### src/rtl/elementwise_ctrl.sv
// elementwise_ctrl: streams source rows through the elementwise array
// and writes each result row back at its pipeline-delayed cycle.
module elementwise_ctrl #(
   parameter int ADDR_W = 8,
   parameter int LAT    = 1
) (
   input  logic              clk,
   input  logic              reset,
   input  logic              start,
   input  logic [3:0]        func_in,
   input  logic [ADDR_W-1:0] src_base,
   input  logic [ADDR_W-1:0] dst_base,
   input  logic [ADDR_W:0]   rows,
   input  logic              stall,
   output logic              busy,
   output logic              done,
   output logic              rd_en,
   output logic [ADDR_W-1:0] rd_addr,
   output logic              ew_en,
   output logic [3:0]        ew_func,
   output logic              wr_en,
   output logic [ADDR_W-1:0] wr_addr
);

   typedef enum logic [1:0] {
      IDLE,
      RUN,
      DRAIN,
      DONE
   } state_e;

   localparam logic [ADDR_W:0] CNT_ONE = {{ADDR_W{1'b0}}, 1'b1};
   localparam logic [ADDR_W:0] CNT_ZERO = '0;

   state_e            state_q, state_d;
   logic [3:0]        func_q, func_d;
   logic [ADDR_W-1:0] src_q, src_d;
   logic [ADDR_W-1:0] dst_q, dst_d;
   logic [ADDR_W:0]   rows_q, rows_d;
   logic [ADDR_W:0]   issue_q, issue_d;
   logic [ADDR_W:0]   wr_cnt_q, wr_cnt_d;
   logic [LAT:0]      vld_q, vld_d;
   logic              last_rd;
   logic              last_wr;

   // Reads issue only while running and not stalled; tail of the
   // in-flight pipe marks the row leaving the array this cycle.
   assign rd_en   = (state_q == RUN) && !stall;
   assign wr_en   = vld_q[LAT];
   assign last_rd = rd_en && ((issue_q + CNT_ONE) == rows_q);
   assign last_wr = wr_en && ((wr_cnt_q + CNT_ONE) == rows_q);

   // Address generation; addresses read as zero when not strobed.
   always_comb begin
      rd_addr = '0;
      wr_addr = '0;
      if (rd_en) begin
         rd_addr = src_q + issue_q[ADDR_W-1:0];
      end
      if (wr_en) begin
         wr_addr = dst_q + wr_cnt_q[ADDR_W-1:0];
      end
   end

   // Status outputs decoded from the state register.
   always_comb begin
      busy    = (state_q == RUN) || (state_q == DRAIN);
      ew_en   = busy;
      done    = (state_q == DONE);
      ew_func = func_q;
   end

   // Next-state, job latching, counters and in-flight pipe.
   always_comb begin
      state_d  = state_q;
      func_d   = func_q;
      src_d    = src_q;
      dst_d    = dst_q;
      rows_d   = rows_q;
      issue_d  = issue_q;
      wr_cnt_d = wr_cnt_q;
      vld_d    = {vld_q[LAT-1:0], rd_en};

      unique case (state_q)
         IDLE: begin
            if (start) begin
               if (rows == CNT_ZERO) begin
                  state_d = DONE;
               end else begin
                  func_d   = func_in;
                  src_d    = src_base;
                  dst_d    = dst_base;
                  rows_d   = rows;
                  issue_d  = '0;
                  wr_cnt_d = '0;
                  state_d  = RUN;
               end
            end
         end
         RUN: begin
            if (rd_en) begin
               issue_d = issue_q + CNT_ONE;
            end
            if (last_rd) begin
               state_d = DRAIN;
            end
         end
         DRAIN: begin
            if (last_wr) begin
               state_d = DONE;
            end
         end
         DONE: begin
            state_d = IDLE;
         end
         default: begin
            state_d = IDLE;
         end
      endcase

      if (wr_en) begin
         wr_cnt_d = wr_cnt_q + CNT_ONE;
      end
   end

   // State and datapath registers with synchronous active-low reset.
   always_ff @(posedge clk) begin
      if (!reset) begin
         state_q  <= IDLE;
         func_q   <= '0;
         src_q    <= '0;
         dst_q    <= '0;
         rows_q   <= '0;
         issue_q  <= '0;
         wr_cnt_q <= '0;
         vld_q    <= '0;
      end else begin
         state_q  <= state_d;
         func_q   <= func_d;
         src_q    <= src_d;
         dst_q    <= dst_d;
         rows_q   <= rows_d;
         issue_q  <= issue_d;
         wr_cnt_q <= wr_cnt_d;
         vld_q    <= vld_d;
      end
   end

endmodule

### config.mk
export PLATFORM = sky130hd
export DESIGN_NAME = elementwise_ctrl
export DESIGN_NICKNAME = d
export VERILOG_FILES = /design/src/rtl/elementwise_ctrl.sv
export SDC_FILE = /design/constraint.sdc
export NUM_CORES = 1
export LEC_CHECK = 0
export BUFFER_PORTS_ARGS = -buffer_cell sky130_fd_sc_hd__buf_2
export CORE_ASPECT_RATIO = 1.5
export CORE_UTILIZATION = 55
export CTS_CLUSTER_SIZE = 24
export DETAILED_ROUTE_END_ITERATION = 6
export PLACE_DENSITY = 0.79
export SETUP_SLACK_MARGIN = 0.4
export SLEW_MARGIN = 20
export SYNTH_ARGS = -nofsm -noshare
export SYNTH_HDL_FRONTEND = slang
export SYNTH_SLANG_ARGS = --single-unit
export TNS_END_PERCENT = 5
### constraint.sdc
create_clock -name clk -period 3.1 [get_ports clk]
set_input_delay 0.93 -clock clk [delete_from_list [all_inputs] [get_ports clk]]
set_output_delay 0.93 -clock clk [all_outputs]
set_load 0.02 [all_outputs]
[Word-level counts from Yosys, hierarchy flattened]
Index checks and enable logic that the tools add are counted.
Word-level totals
  logic and storage cells: 51
  input port bits: 33
  output and inout bits: 25
  flip-flop bits (word level): 51
Cells by class
  add/sub/neg operators: 4
  bitwise operators: 1
  multiplexer cells: 13
  reductions and logical operators: 14
  equal/unequal tests: 11
Operator list (number)
  $mux W9: 5
  $add A9 B1 Y9 const B: 2
  $eq A9 B9 Y1: 2
  $pmux W9 S2: 1
  $add A8 B8 Y8: 2
  $mux W8: 2
  $ne A2 B2 Y1 const B: 6
  $logic_not A9 Y1: 1
  $reduce_and A3 Y1: 3
  $mux W2: 4
  $pmux W2 S4: 1
  $reduce_bool A2 Y1: 3
  $eq A2 B2 Y1 const B: 2
  $reduce_and A4 Y1: 1
  $logic_and A1 B1 Y1: 3
  $eq A2 B1 Y1 const B: 1
  $logic_not A2 Y1: 1
  $logic_not A1 Y1: 1
  $logic_or A1 B1 Y1: 1
  $not A1 Y1: 1

[Depth between registers and ports, before layout]
  depth in word-level cells: 5
  gate-level depth with buffers: 10
  mapped depth without buffers: 9

[Least setup slack after synthesis]
No wires, ideal clock.
  path kind: register -> output
  start: register issue_q[0]
  end: output rd_addr[6]
  slack: 288 ps
  stages on the path, launching flop included: 9
  buffers on the path: 0
  data required time: 2170 ps
  arrival: 1882 ps
  path through: dfxtp_1 -> ha_1 -> fa_1 -> a21oi_1 -> o21bai_1 -> a21o_1 -> a21oi_1 -> xor2_1 -> nor2_1
Between the ends
  cells in the longest elaborated chain, start to end: 2
RTL lines
  from (decl): line 40  | logic [ADDR_W:0] issue_q, issue_d;
  from (signal assigned): line 143  | issue_q <= issue_d;
  $add A8 B8 Y8: line 58  | rd_addr = src_q + issue_q[ADDR_W-1:0];
  $mux W8: line 57  | if (rd_en) begin
  to (decl): line 18  | output logic [ADDR_W-1:0] rd_addr,
No other way between the ends.

[Worst setup path after layout]
  start: register wr_cnt_q[0]
  end: output wr_addr[6]
Between the ends
  cells in the longest elaborated chain, start to end: 2
RTL lines
  from (decl): line 41  | logic [ADDR_W:0] wr_cnt_q, wr_cnt_d;
  from (signal assigned): line 144  | wr_cnt_q <= wr_cnt_d;
  $add A8 B8 Y8: line 61  | wr_addr = dst_q + wr_cnt_q[ADDR_W-1:0];
  $mux W8: line 60  | if (wr_en) begin
  to (decl): line 22  | output logic [ADDR_W-1:0] wr_addr
No other way between the ends.

==> metrics.txt <==
Max Freq 0.3220 GHz; Seq cells post-synth 51; TritonRoute pass-1 iters 5; Seq/Total Area, Yosys 31.80%; Synth Net Count 468; internal power 1.344 mW; Post-Route Setup TNS -0.005260 ns; LEAKAGE 1.674 nW; RSZ-0062 raised after global routing yes; worst hold path class flop to flop; Seq pwr share 38.9%; Net Switching 0.7478 mW; Routed Antenna Nets 0; Final Instance Area 0.003899 sq mm; Clock Sinks 51; initial antenna violation count 0; Critical Path RT 2.17 ns; routed wl met3 318 um; post-detail-place hpwl 6019 um; gr usage total 29.10%; largest net degree at the start of global routing 33; dominant cells by area after synthesis dfxtp_1 32%, nand2_1 8.1%, a21oi_1 8.0%; Final Util 70.47%; fillers 457; crit end category output port; worst slew pin tran 0.5512 ns; depth of the worst register-to-register path 9; Layout Nets 526; Synth Area per Inst 7.774 sq um; Worst VDD drop 0.0004251 V; CTS tree built; I/O pins 58; Starting Density 58.03%; hold path depth 2; largest area contributor in the netlist dfxtp_1; post-synth cell types 55; Placer Congestion 0.8787; WS Path Type flop to output port; met2 wire length 4760 um; DR top layer met4; DR iter-0 viols 163; final hold vios 0; clock buffer count from CTS 5; first-pass GRT wire length 13700 um; crit start category flop; endpoints failing setup 1; Top FF cell, synth dfxtp_1; # diodes 0; core area 0.005533 sq mm; CP arrival 2.18 ns; Mapped Cells 413; FFs w/ async S/R, synth 0%; top-count cell post-synth nand2_1; Rows 33; vias in the first global route 3056; worst relative slew slack 63.22%; die width 64.38 um; layout cell share with drive strength beyond 1 25.21%; Final Worst Setup Slack -0.005260 ns; Layout area overhead 21.43%; Clock power frac 26.1%; Synth top cells by count 69 x nand2_1, 51 x a21oi_1, 51 x dfxtp_1; Final Skew 0.009008 ns; Ys Warns 0; synthesized area 0.003211 sq mm; Clock Path Buffers 2; Max Cap Violations 0; CP max FO 2; fin crit period 3.105 ns; clock-pin slew on the worst setup and hold paths 0.10 ns; failing checks negative setup slack; Chip Height 95.58 um; Power Total 2.092 mW; mean routed wirelength per cell 15.97 um; pwr/cell area 536.5 mW/mm^2; WHS 0.4591 ns; outcome finished, violations left; H-tree levels 2; Root Buffer clkbuf_8; Final period util 100.2%; DR vias 3129; met1 WL 3223 um; Logic pwr share 34.9%; die area 0.006153 sq mm; Port Buffers 57; placed inst area 0.003591 sq mm; Remaining DRCs 0; Vias/cell 5.773; DRT Wirelength 8658 um; Slew Limit Fails 0; total congestion overflow 0; share of the synthesized area in the top cell type 31.80%; Clk Latency, worst-skew pair 0.30 ns; EDFF count, synth 0; sw frac 35.75%
per-stage QoR:
step	setup slack, ns	instances
global placement	0.2290	525
CTS	0.07493	541
global route	-0.08869	542
finish	-0.005260	542
detailed placement	0.1113	525
floorplan	0.3481	413
sequential cells by signal, indices dropped and copies added, names as in the netlist:
register and flops:
issue_q 9, wr_cnt_q 9, state_q 2, dst_q 8, vld_q 2, ew_func 4
rows_q 9, src_q 8
repair_timing:
item,in CTS,in global routing
hold buffers,0,0
resized for setup,30,8
buffers inserted,8,1
endpoints found under the setup margin,14,14
pin swaps,16,7
cell families (layout without fill, tap and decap cells):
logic type / after synthesis / count (layout) / synth area share (%)
AO/OA/AOI/OAI: 104 / 104 / 20.38
XOR/XNOR: 40 / 40 / 10.91
adder cells (fa/ha/maj): 22 / 22 / 9.041
buffers and inverters: 35 / 94 / 4.481
flip-flops: 51 / 51 / 31.80
multiplexers: 1 / 1 / 0.3118
AND/OR/NAND/NOR: 160 / 160 / 23.07
power by group through the flow:
stage               Combinational (mW)  Sequential (mW)  Clock [mW]
finish                           0.731            0.814       0.547
global route                     0.812            0.825       0.576
CTS                              0.719            0.813       0.551
detailed placement               0.702            0.825           0
global placement                 0.682            0.821           0
floorplan                        0.506            0.814           0
cells in the final DEF (no fill, tap or decap), types with 5 or more instances in the layout:
cell / synthesis / final
inv_1: 9 / 9
xnor2_1: 25 / 25
buf_2: 4 / 51
o21ai_1: 3 / 5
dfxtp_2: 0 / 6
o21ai_0: 12 / 10
xor2_1: 15 / 15
nand3_1: 10 / 10
clkbuf_8: 0 / 5
nor2_1: 40 / 37
ha_1: 20 / 18
and2_1: 11 / 11
nand2_1: 69 / 69
buf_4: 2 / 22
a21oi_2: 1 / 9
dfxtp_1: 51 / 42
o21bai_1: 5 / 5
a21oi_1: 51 / 43
metal layers:
layer | vias to the layer above | global-route usage [%]
li1 | 1541 | -
met1 | 1455 | 29.89
met2 | 105 | 54.39
met3 | 28 | 3.589
met4 | 0 | 19.26
met5 | - | 0
worst max-delay path, stage by stage, from the launching register on:
cell and delay [ns]:
dfxtp_4 0.36, ha_4 0.16, fa_2 0.36, a21oi_2 0.14
o21bai_1 0.10, nand2_1 0.13, nand2b_1 0.09, a21oi_2 0.15
xor2_1 0.15, nor2_1 0.05, buf_4 0.18
worst paths after layout:
kind                             startpoint    endpoint  slack (ns)
worst max-delay path            wr_cnt_q[0]  wr_addr[6]      -0.005
worst min-delay path             ew_func[1]  ew_func[1]        0.46
worst max register to register   issue_q[0]  state_q[1]        0.73
worst min register to register   ew_func[1]  ew_func[1]        0.46
area by class of cell:
| class | instances | area [sq um] | share of cell area [%] |
|---|---|---|---|
| Timing Repair Buffer | 76 | 471.7 | 12.10 |
| Clock inverter | 2 | 60.06 | 1.540 |
| Sequential cell | 51 | 1040 | 26.67 |
| Inverter | 10 | 37.54 | 0.9628 |
| Multi-Input combinational cell | 327 | 2130 | 54.62 |
| Tap cell | 70 | 87.58 | 2.246 |
| Clock buffer | 6 | 72.57 | 1.861 |
Power figures use the tool's default switching activity.
